File: src/rtl/divider_scheduler_pkg.sv
// Shared definitions for the divider scheduler: FSM encoding and divisor limits.
package divider_scheduler_pkg;

  typedef enum logic [0:0] {
    IDLE = 1'b0,
    RUN  = 1'b1
  } state_t;

  localparam int unsigned MIN_DIV = 2;

endpackage

File: src/rtl/divider_scheduler_if.sv
// Request/grant bus between requesters and the divider scheduler.
interface divider_scheduler_if #(
  parameter int N = 8,
  parameter int R = 4
) ();

  logic [R-1:0]   req;
  logic [R*N-1:0] req_divisor;
  logic [R-1:0]   grant;
  logic [N-1:0]   divisor_out;
  logic           clock_out;
  logic           period_tick;
  logic           bad_div;

  modport master (
    output req, req_divisor,
    input  grant, divisor_out, clock_out, period_tick, bad_div
  );

  modport slave (
    input  req, req_divisor,
    output grant, divisor_out, clock_out, period_tick, bad_div
  );

endinterface

File: src/rtl/divider_scheduler_arbiter.sv
// Round-robin arbiter: priority starts at the bit after the last advanced winner.
module rr_arbiter
  import divider_scheduler_pkg::*;
#(
  parameter int R = 4
) (
  input  logic         clk,
  input  logic         rst_n,
  input  logic [R-1:0] req,
  input  logic         advance,
  output logic [R-1:0] grant,
  output logic         valid
);

  localparam int PW = (R > 1) ? $clog2(R) : 1;

  logic [PW-1:0] ptr;
  logic [PW-1:0] next_ptr;
  logic          found;

  // pick the first requester at or after ptr, wrapping around
  always_comb begin
    grant    = '0;
    found    = 1'b0;
    next_ptr = ptr;
    for (int k = 0; k < R; k++) begin
      if (!found && req[(int'(ptr) + k) % R]) begin
        grant[(int'(ptr) + k) % R] = 1'b1;
        next_ptr                   = PW'((int'(ptr) + k + 1) % R);
        found                      = 1'b1;
      end else begin
        found = found;
      end
    end
    valid = |req;
  end

  // pointer moves past the winner only when the scheduler acts on it
  always_ff @(posedge clk or negedge rst_n) begin
    if (!rst_n) begin
      ptr <= '0;
    end else if (advance) begin
      ptr <= next_ptr;
    end else begin
      ptr <= ptr;
    end
  end

endmodule

File: src/rtl/divider_scheduler.sv
// Time-shares one programmable clock divider among R requesters, switching owners only on period boundaries.
module divider_scheduler
  import divider_scheduler_pkg::*;
#(
  parameter int N     = 8,
  parameter int R     = 4,
  parameter int SLICE = 4
) (
  input  logic                clock_in,
  input  logic                reset_n,
  divider_scheduler_if.slave  bus
);

  localparam int SW = $clog2(SLICE + 1);

  state_t         state, next_state;
  logic [R-1:0]   owner, next_owner;
  logic [N-1:0]   divisor, next_divisor;
  logic [N-1:0]   counter, next_counter;
  logic [SW-1:0]  slice_cnt, next_slice;
  logic           clk_div, tick, bad, next_bad;

  logic [R-1:0]   arb_req, win;
  logic           win_any;
  logic [N-1:0]   win_div;
  logic           win_ok, boundary, others, owner_req, release_owner;

  rr_arbiter #(.R(R)) u_arb (
    .clk     (clock_in),
    .rst_n   (reset_n),
    .req     (arb_req),
    .advance (win_any),
    .grant   (win),
    .valid   (win_any)
  );

  // release decision; while running, arbitration only sees the other requesters at a releasing boundary
  always_comb begin
    boundary      = (state == RUN) && (counter == divisor - N'(1));
    others        = |(bus.req & ~owner);
    owner_req     = |(bus.req & owner);
    release_owner = boundary && (!owner_req || (others && (slice_cnt >= SW'(SLICE - 1))));
    if (state == IDLE) begin
      arb_req = bus.req;
    end else if (release_owner) begin
      arb_req = bus.req & ~owner;
    end else begin
      arb_req = '0;
    end
    win_div = '0;
    for (int i = 0; i < R; i++) begin
      if (win[i]) begin
        win_div = bus.req_divisor[i*N +: N];
      end else begin
        win_div = win_div;
      end
    end
    win_ok = (win_div >= N'(MIN_DIV));
  end

  // next-state and datapath update
  always_comb begin
    next_state   = state;
    next_owner   = owner;
    next_divisor = divisor;
    next_counter = counter;
    next_slice   = slice_cnt;
    next_bad     = 1'b0;
    case (state)
      IDLE: begin
        if (win_any && win_ok) begin
          next_state   = RUN;
          next_owner   = win;
          next_divisor = win_div;
          next_counter = '0;
          next_slice   = '0;
        end else begin
          next_bad = win_any;
        end
      end
      RUN: begin
        if (!boundary) begin
          next_counter = counter + N'(1);
        end else if (!release_owner) begin
          next_counter = '0;
          next_slice   = (slice_cnt == SW'(SLICE)) ? slice_cnt : slice_cnt + SW'(1);
        end else if (win_any && win_ok) begin
          next_owner   = win;
          next_divisor = win_div;
          next_counter = '0;
          next_slice   = '0;
        end else begin
          next_state   = IDLE;
          next_owner   = '0;
          next_divisor = '0;
          next_counter = '0;
          next_slice   = '0;
          next_bad     = win_any;
        end
      end
      default: begin
        next_state   = IDLE;
        next_owner   = '0;
        next_divisor = '0;
        next_counter = '0;
        next_slice   = '0;
      end
    endcase
  end

  // state and registered outputs; clock_out/period_tick track the counter value they are loaded with
  always_ff @(posedge clock_in or negedge reset_n) begin
    if (!reset_n) begin
      state     <= IDLE;
      owner     <= '0;
      divisor   <= '0;
      counter   <= '0;
      slice_cnt <= '0;
      clk_div   <= 1'b0;
      tick      <= 1'b0;
      bad       <= 1'b0;
    end else begin
      state     <= next_state;
      owner     <= next_owner;
      divisor   <= next_divisor;
      counter   <= next_counter;
      slice_cnt <= next_slice;
      clk_div   <= (next_state == RUN) && (next_counter < (next_divisor >> 1));
      tick      <= (next_state == RUN) && (next_counter == next_divisor - N'(1));
      bad       <= next_bad;
    end
  end

  assign bus.grant       = owner;
  assign bus.divisor_out = divisor;
  assign bus.clock_out   = clk_div;
  assign bus.period_tick = tick;
  assign bus.bad_div     = bad;

endmodule

File: src/flat_wrapper.sv
// flat-port wrapper written by rule: the top's interface ports become plain ports
module divider_scheduler_flat import divider_scheduler_pkg::*;
#(
  parameter int N     = 8,
  parameter int R     = 4,
  parameter int SLICE = 4
)
  (clock_in, reset_n, bus_req, bus_req_divisor, bus_grant, bus_divisor_out, bus_clock_out, bus_period_tick, bus_bad_div);
  divider_scheduler_if #(.N(N), .R(R)) bus_i ();
  input  logic clock_in;
  input  logic reset_n;
  input wire logic [$bits(bus_i.req)-1:0] bus_req;
  input wire logic [$bits(bus_i.req_divisor)-1:0] bus_req_divisor;
  output wire logic [$bits(bus_i.grant)-1:0] bus_grant;
  output wire logic [$bits(bus_i.divisor_out)-1:0] bus_divisor_out;
  output wire logic [$bits(bus_i.clock_out)-1:0] bus_clock_out;
  output wire logic [$bits(bus_i.period_tick)-1:0] bus_period_tick;
  output wire logic [$bits(bus_i.bad_div)-1:0] bus_bad_div;
  assign bus_i.req = bus_req;
  assign bus_i.req_divisor = bus_req_divisor;
  assign bus_grant = bus_i.grant;
  assign bus_divisor_out = bus_i.divisor_out;
  assign bus_clock_out = bus_i.clock_out;
  assign bus_period_tick = bus_i.period_tick;
  assign bus_bad_div = bus_i.bad_div;
  divider_scheduler #(.N(N), .R(R), .SLICE(SLICE)) u_core (.clock_in(clock_in), .reset_n(reset_n), .bus(bus_i));
endmodule
File: config.mk
export PLATFORM = sky130hd
export DESIGN_NAME = divider_scheduler_flat
export DESIGN_NICKNAME = d
export VERILOG_FILES = /design/src/rtl/divider_scheduler_pkg.sv /design/src/rtl/divider_scheduler_if.sv /design/src/rtl/divider_scheduler_arbiter.sv /design/src/rtl/divider_scheduler.sv /design/src/flat_wrapper.sv
export SDC_FILE = /design/constraint.sdc
export NUM_CORES = 1
export LEC_CHECK = 0
export ABC_CLOCK_PERIOD_IN_PS = 11100
export BUFFER_PORTS_ARGS = -buffer_cell sky130_fd_sc_hd__buf_2
export CAP_MARGIN = 30
export CORE_AREA = 2 2 82 84
export CTS_BUF_LIST = sky130_fd_sc_hd__clkbuf_8
export CTS_CLUSTER_DIAMETER = 150
export DETAILED_ROUTE_END_ITERATION = 12
export DIE_AREA = 0 0 84 86
export PLACE_DENSITY = 0.68
export SYNTH_ARGS = -nofsm -noshare
export SYNTH_HDL_FRONTEND = slang
export SYNTH_HIERARCHICAL = 1
export SYNTH_SLANG_ARGS = --single-unit
File: constraint.sdc
create_clock -name clock_in -period 11.1 [get_ports clock_in]
set_input_delay 1.665 -clock clock_in [delete_from_list [all_inputs] [get_ports clock_in]]
set_output_delay 1.665 -clock clock_in [all_outputs]
set_load 0.01 [all_outputs]
======== Word-level counts from Yosys, hierarchy flattened ========
Cells that the tools add are included.
storage, ports and cells
  flip-flop bits (word level) ............. 29
  input bits .............................. 38
  output and inout bits ................... 15
  logic and storage cells ................. 137
cells by class
  $add $sub $neg .......................... 10
  magnitude comparators ................... 11
  equality and inequality tests ........... 7
  multiplexer cells ....................... 62
  bitwise gates (word level) .............. 10
  reduce and logical (&&, ||, !) cells .... 28
operators with widths
  cell                   count
  $mux W8                10
  $mux W4                10
  $pmux W8 S2            2
  $mux W1                20
  $eq A8 B8 Y1           2
  $sub A8 B1 Y8 const B  2
  $logic_and A1 B1 Y1    13
  $lt A3 B4 Y1 const B   3
  $mux W3                4
  $or A4 B4 Y4           3
  $reduce_or A4 Y1       3
  $ge A3 B1 Y1 const B   3
  $add A2 B1 Y2 const B  4
  $add A8 B1 Y8 const B  1
  $and A4 B4 Y4          2
  $bmux W1 S2            4
  $demux W1 S2           4
  $ge A8 B2 Y1 const B   1
  $lt A8 B7 Y1           1
  $mux W2                4
  $pmux W4 S2            1
  $ne A2 B2 Y1 const B   3
  $pmux W3 S2            1
  $reduce_and A3 Y1      2
  other kinds (16)       25

======== Longest topological paths before layout ========
  depth after elaboration ................. 33
  mapped depth ............................ 28
  gate-level depth less buffers ........... 24

======== Cells and area by module ========
The synthesis kept the hierarchy.
modules (own cells, without submodules)
  module             times used  cells each  area an instance (sq um)  sequential area each (sq um)
  divider_scheduler  1           286         2489.9                    675.6
  rr_arbiter         1           43          436.7                     50.0

======== Worst setup path before layout ========
No wires, ideal clock.
  path type ............................... input port to flip-flop
  start point ............................. in bus_req[0]
  end point ............................... reg u_core.clk_div (netlist: u_core/bus.clock_out)
  setup time .............................. 67 ps
  arrival time ............................ 6505 ps
  data required time ...................... 11033 ps
  slack ................................... 4528 ps
  stages on the path ...................... 22
  path buffers ............................ 0
  path through ............................ a22o_1 a221oi_1 nor3_1 inv_1 nand2b_1 o21ai_0 and2_1 mux4_2 nor4b_4 a22oi_1 o21ai_1 nand2b_2 a2bb2oi_1 a222oi_1 a31oi_4 or2_2 a31oi_1 ha_1 a21o_1 a21o_1 a21oi_1 o2111a_1
on the way
  elaborated cells on any way between the ends .. 57
  classes of those cells .................. order compare (2); mux (35); bitwise (5); reduce/logical (15)
RTL lines
  item                                                     line                                              text
  start: declaration                                       flat_wrapper.sv:12                                input wire logic [$bits(bus_i.req)-1:0] bus_req;
  $and A4 B4 Y4, on equally long branches                  divider_scheduler.sv:41, divider_scheduler.sv:40
  $reduce_or A4 Y1, on equally long branches               divider_scheduler.sv:41, divider_scheduler.sv:40
  $logic_not A1 Y1 or $logic_and A1 B1 Y1 (tied branches)  divider_scheduler.sv:42                           release_owner = boundary && (!owner_req || (others && (slice_cnt >= SW'(SLICE - 1))));
  $logic_or A1 B1 Y1 *                                     divider_scheduler.sv:42
  $logic_and A1 B1 Y1 *                                    divider_scheduler.sv:42
  $mux W4 *                                                divider_scheduler.sv:45                           end else if (release_owner) begin
  $mux W4 *                                                divider_scheduler.sv:43                           if (state == IDLE) begin
  net u_core.arb_req[2]                                    divider_scheduler.sv:23                           logic [R-1:0] arb_req, win;
  (+12 left out)                                           -
  net u_core.win[2]                                        divider_scheduler.sv:23
  $mux W8 * (2 in a row)                                   divider_scheduler.sv:52                           if (win[i]) begin
  $ge A8 B2 Y1 *                                           divider_scheduler.sv:58                           win_ok = (win_div >= N'(MIN_DIV));
  $logic_and A1 B1 Y1 *                                    divider_scheduler.sv:71                           if (win_any && win_ok) begin
  $mux W8 *                                                divider_scheduler.sv:71
  $pmux W8 S2 *                                            divider_scheduler.sv:69                           case (state)
  net u_core.next_counter[4]                               divider_scheduler.sv:19                           logic [N-1:0] counter, next_counter;
  $lt A8 B7 Y1 *                                           divider_scheduler.sv:128                          clk_div <= (next_state == RUN) && (next_counter < (next_divisor >> 1));
  $logic_and A1 B1 Y1 *                                    divider_scheduler.sv:128
  end signal: assignment                                   divider_scheduler.sv:128
  end: declaration                                         divider_scheduler.sv:21                           logic clk_div, tick, bad, next_bad;
The timed path passes the listed nets; every way through them passes the cells marked *. The select of a mux whose other input is x is not followed.
A chain may end at the register's enable or synchronous reset.

======== Final worst setup path ========
  start point ............................. in bus_req[0]
  end point ............................... reg u_core.tick (netlist: u_core/bus.period_tick)
on the way
  elaborated cells on any way between the ends .. 58
  classes of those cells .................. add/sub (1); order compare (1); eq/ne (1); mux (35); bitwise (5); reduce/logical (15)
RTL lines
  item                                                     line                                                                       text
  $and A4 B4 Y4, on equally long branches                  divider_scheduler.sv:41, divider_scheduler.sv:40, divider_scheduler.sv:46
  $reduce_or A4 Y1, on equally long branches               divider_scheduler.sv:41, divider_scheduler.sv:40
  $logic_not A1 Y1 or $logic_and A1 B1 Y1 (tied branches)  divider_scheduler.sv:42
  $logic_or A1 B1 Y1                                       divider_scheduler.sv:42
  $logic_and A1 B1 Y1                                      divider_scheduler.sv:42
  $mux W4                                                  divider_scheduler.sv:45
  $mux W4 *                                                divider_scheduler.sv:43
  net u_core.arb_req[0]                                    divider_scheduler.sv:23
  (+12 left out)                                           -
  net u_core.win[3]                                        divider_scheduler.sv:23
  (+2 left out)                                            -
  $logic_and A1 B1 Y1                                      divider_scheduler.sv:71, divider_scheduler.sv:87
  $mux W8                                                  divider_scheduler.sv:87                                                    end else if (win_any && win_ok) begin
  $mux W8                                                  divider_scheduler.sv:84                                                    end else if (!release_owner) begin
  $mux W8                                                  divider_scheduler.sv:82                                                    if (!boundary) begin
  $pmux W8 S2                                              divider_scheduler.sv:69
  $sub A8 B1 Y8                                            divider_scheduler.sv:129                                                   tick <= (next_state == RUN) && (next_counter == next_divisor - N'(1));
  $eq A8 B8 Y1                                             divider_scheduler.sv:129
  $logic_and A1 B1 Y1 *                                    divider_scheduler.sv:129
  end signal: assignment                                   divider_scheduler.sv:129
  end: declaration                                         divider_scheduler.sv:21
Marked as above.

==> results.yml <==
status:
  outcome: "complete, no violations"
cts:
  cts_buffers: 5
  cts.reportedPaths.clkPinSlew_ns: 0.07
  tritoncts: "yes"
  htreeDepth: 2
  cts-resized-gates: 0
  cts_setup_buffers: 0
  ctsHoldBuffers: 0
  cts-root-buf: "clkbuf_8"
  cts_max_path_buffers: 2
  clock-sinks: 29
  clk_latency_ns: 0.30
setup_path:
  critPathSlowestCell: "o21ai_1"
  critPathLaunch: "bus_req[0]"
  worst_path_most_repeated_cell: "nand2b_1"
  crit_chain: "buf_2 -> a22o_1 -> a221oi_1 -> nor3_1 -> inv_1 -> nand2b_1 -> o21ai_0 -> and2_1 -> mux4_2 -> and2b_2 -> a22oi_1 -> o21ai_1 -> nand2b_2 -> a2bb2oi_1 -> a222oi_1 -> a31oi_4 -> nand2_4 -> a32oi_2 -> nand3_1 -> nand2b_1 -> or4b_4 -> a311oi_2"
  ff2ff_setup_slack_ns: 3.80
  cp_slowest_stage_delay_ns: 0.67
  worstReg2RegEnd: "u_core/bus.period_tick"
  cp.arrival_ns: 7.52
  crit_required_ns: 11.30
  start_kind: "input pin"
  end_kind: "flop"
  cp-endpoint: "u_core/bus.period_tick"
  cp_max_fo: 13
  crit_type: "input pin to flop"
  r2r_cells: 23
  reg2reg_from: "u_core/bus.divisor_out[0]"
yosys:
  synth.avg_cell_area_sq_um: 8.90
  syn_inst: 329
  syn_nets: 384
  ys_types: 75
  synth_top_area_share_pct: 24.8
  async_flop_share_pct: 100
  synth_warnings: 6
  yosysTopAreaCell: "dfrtp_1"
  netlist_area_sq_um: 2930
  synth_ff_type: "dfrtp_1"
  synth_seq_cells: 29
  yosysSeqAreaShare_pct: 24.8
  synth_edf_count: 0
  yosys-top-cells-area: "dfrtp_1, ha_1, xnor2_1, inv_1, nand2_1"
finish:
  final_util_pct: 53.0
  drive_gt1_share_pct: 25.7
  post-route-cell-area_sq_um: 3330
  area_growth_syn_to_layout_pct: 13.6
  diodes: 0
  final_cells: 455
  fin_nets: 432
  fill_cells: 618
die:
  rows: 29
  die_w_microns: 84
  start_util_pct: 46.6
  io_pins: 53
  dieArea_sq_um: 7220
  fp.dieH_microns: 86
  core_sq_um: 6280
routing:
  antenna_left: 0
  dr.pass1.iters: 5
  totalWireLength_microns: 7680
  wl_per_cell_microns: 16.9
  viasPerCell: 6.02
  route.vias.total: 2739
  drt_iter0_drc: 129
  drc: 0
place:
  placed_cells: 447
  port_buffers: 52
  gp_congestion: 0.913
  dp_slack_ns: 3.61
  place_area_sq_um: 3210
  hpwlAfterDp_microns: 5940
timing:
  slew_headroom_pct: 37.7
  finalCritPeriodShare_pct: 65.9
  fin_setup_tns_ns: 0
  drv_slew: 0
  layout_setup_ws_ns: 3.78
  fin_hold_ws_ns: 0.589
  setup_viol: 0
  hold_violations: 0
  rsz0062_at_grt: "false"
  skew_ns: 0.00880
  min_period_ns: 7.32
  max_freq_mhz: 137
  worstMarginPinSlew_ns: 0.929
grt:
  met3_usage_pct: 4.23
  grt_antenna_before_repair: 0
  grt-busiest-layer: "met2"
  grt_use_total_pct: 21.7
  grt_pass1_vias: 2661
  grt_start_max_net_pins: 30
  grt_remaining_overflow: 0
  gr-usage-met1_pct: 28.2
  grtUsageMet2_pct: 37.4
  grt_pass1_wl_microns: 12700
run:
  drv_cap: 0
power_and_ir_drop:
  p_leak_nw: 1.52
  vdd.ir_drop.worst_uv: 203
  power_mw: 1.08
  power_density_nw_per_um2: 325
hold_path:
  hold_class: "flop to flop"
-- power by group --
group          leakage, nW  switching [mW]  total (mW)  internal [mW]
logic                 1.10           0.409       0.728          0.319
clock network       0.0574          0.0460       0.119         0.0729
registers            0.370          0.0856       0.234          0.149
total                 1.52           0.541        1.08          0.541
-- worst min-delay path by stage --
stage,startpoint,endpoint,cells past startpoint,slack (ns)
after CTS,u_core/bus.grant[0],u_core/bus.grant[0],2,0.59
after global placement,u_core/bus.grant[1],u_core/bus.grant[1],2,0.57
after global routing,u_core/bus.grant[0],u_core/bus.grant[0],2,0.62
after floorplan,u_core/counter[7],u_core/counter[7],2,0.56
final,u_core/bus.grant[0],u_core/bus.grant[0],2,0.59
after detailed placement,u_core/bus.grant[0],u_core/bus.grant[0],2,0.58
-- registers in the layout, indices dropped and copies added, names as in the netlist --
signal / flops
u_core/counter: 8
u_core/slice_cnt: 3
u_core/bus.period_tick: 1
u_core/bus.bad_div: 1
u_core/bus.clock_out: 1
u_core/state: 1
u_core/bus.divisor_out: 8
u_core/u_arb/ptr: 2
u_core/bus.grant: 4
-- critical path, delay by kind of cell --
family          cells  cell delay, ns
buf+inv             2            0.24
compound gates     10            2.53
simple gates        9            2.47
mux                 1            0.59
-- cells in the mapped netlist, types with 6 or more instances --
master,instances
nor3_1,7
dfrtp_1,29
nand2_1,28
xnor2_1,15
nand2b_1,6
a31oi_1,10
ha_1,17
o21ai_1,8
nand3_1,16
buf_2,7
o21ai_0,9
a22oi_1,10
a2bb2oi_1,6
o211ai_1,8
inv_1,29
nor2_1,6
nor2b_1,7
and2_1,11
-- logic make-up (layout without fill, tap and decap cells) --
logic type,after synthesis,count (layout),share of synthesized area [%]
buffers and inverters,45,94,7.31
muxes,7,7,4.23
xor gates and xnor gates,20,20,5.99
and+or+nand+nor,117,117,23.8
adders and majority gates,17,17,7.27
DFF,29,29,24.8
AOI/OAI and AO/OA,94,94,26.6
-- per-layer routing --
layer	routed length, microns	up-vias
li1	-	1328
met4	73	0
met2	3730	75
met5	0	-
met3	399	6
met1	3470	1330
-- placed cells by master (no fill, tap or decap), types with 3 or more instances in the layout --
master and count:
buf_2 52, inv_1 29, dfrtp_1 29, nand2_1 28
ha_1 17, nand3_1 16, xnor2_1 15, and2_1 11
a31oi_1 10, a22oi_1 10, o21ai_0 9, o21ai_1 8
o211ai_1 8, nor2b_1 7, nor3_1 7, clkbuf_8 6
nor2_1 6, nand2b_1 6, a2bb2oi_1 6, xor2_1 5
a21oi_1 5, and3_1 5, a32oi_1 5, nand4_1 5
or2_2 3, a32oi_2 3, inv_2 3, mux2i_1 3
a21o_1 3, mux4_2 3
-- area by class of cell --
class                      instances  area [sq um]  share of cell area, %
sequential                        29           726                   21.8
timing repair buffer              53           268                   8.05
multi-input combinational        255          1990                   59.7
clock buffer                       6          82.6                   2.48
tap                               77          96.3                   2.90
clock inverter                     2          37.5                   1.13
inverter                          33           129                   3.88
Note: power is estimated with default switching activity, not from simulation.
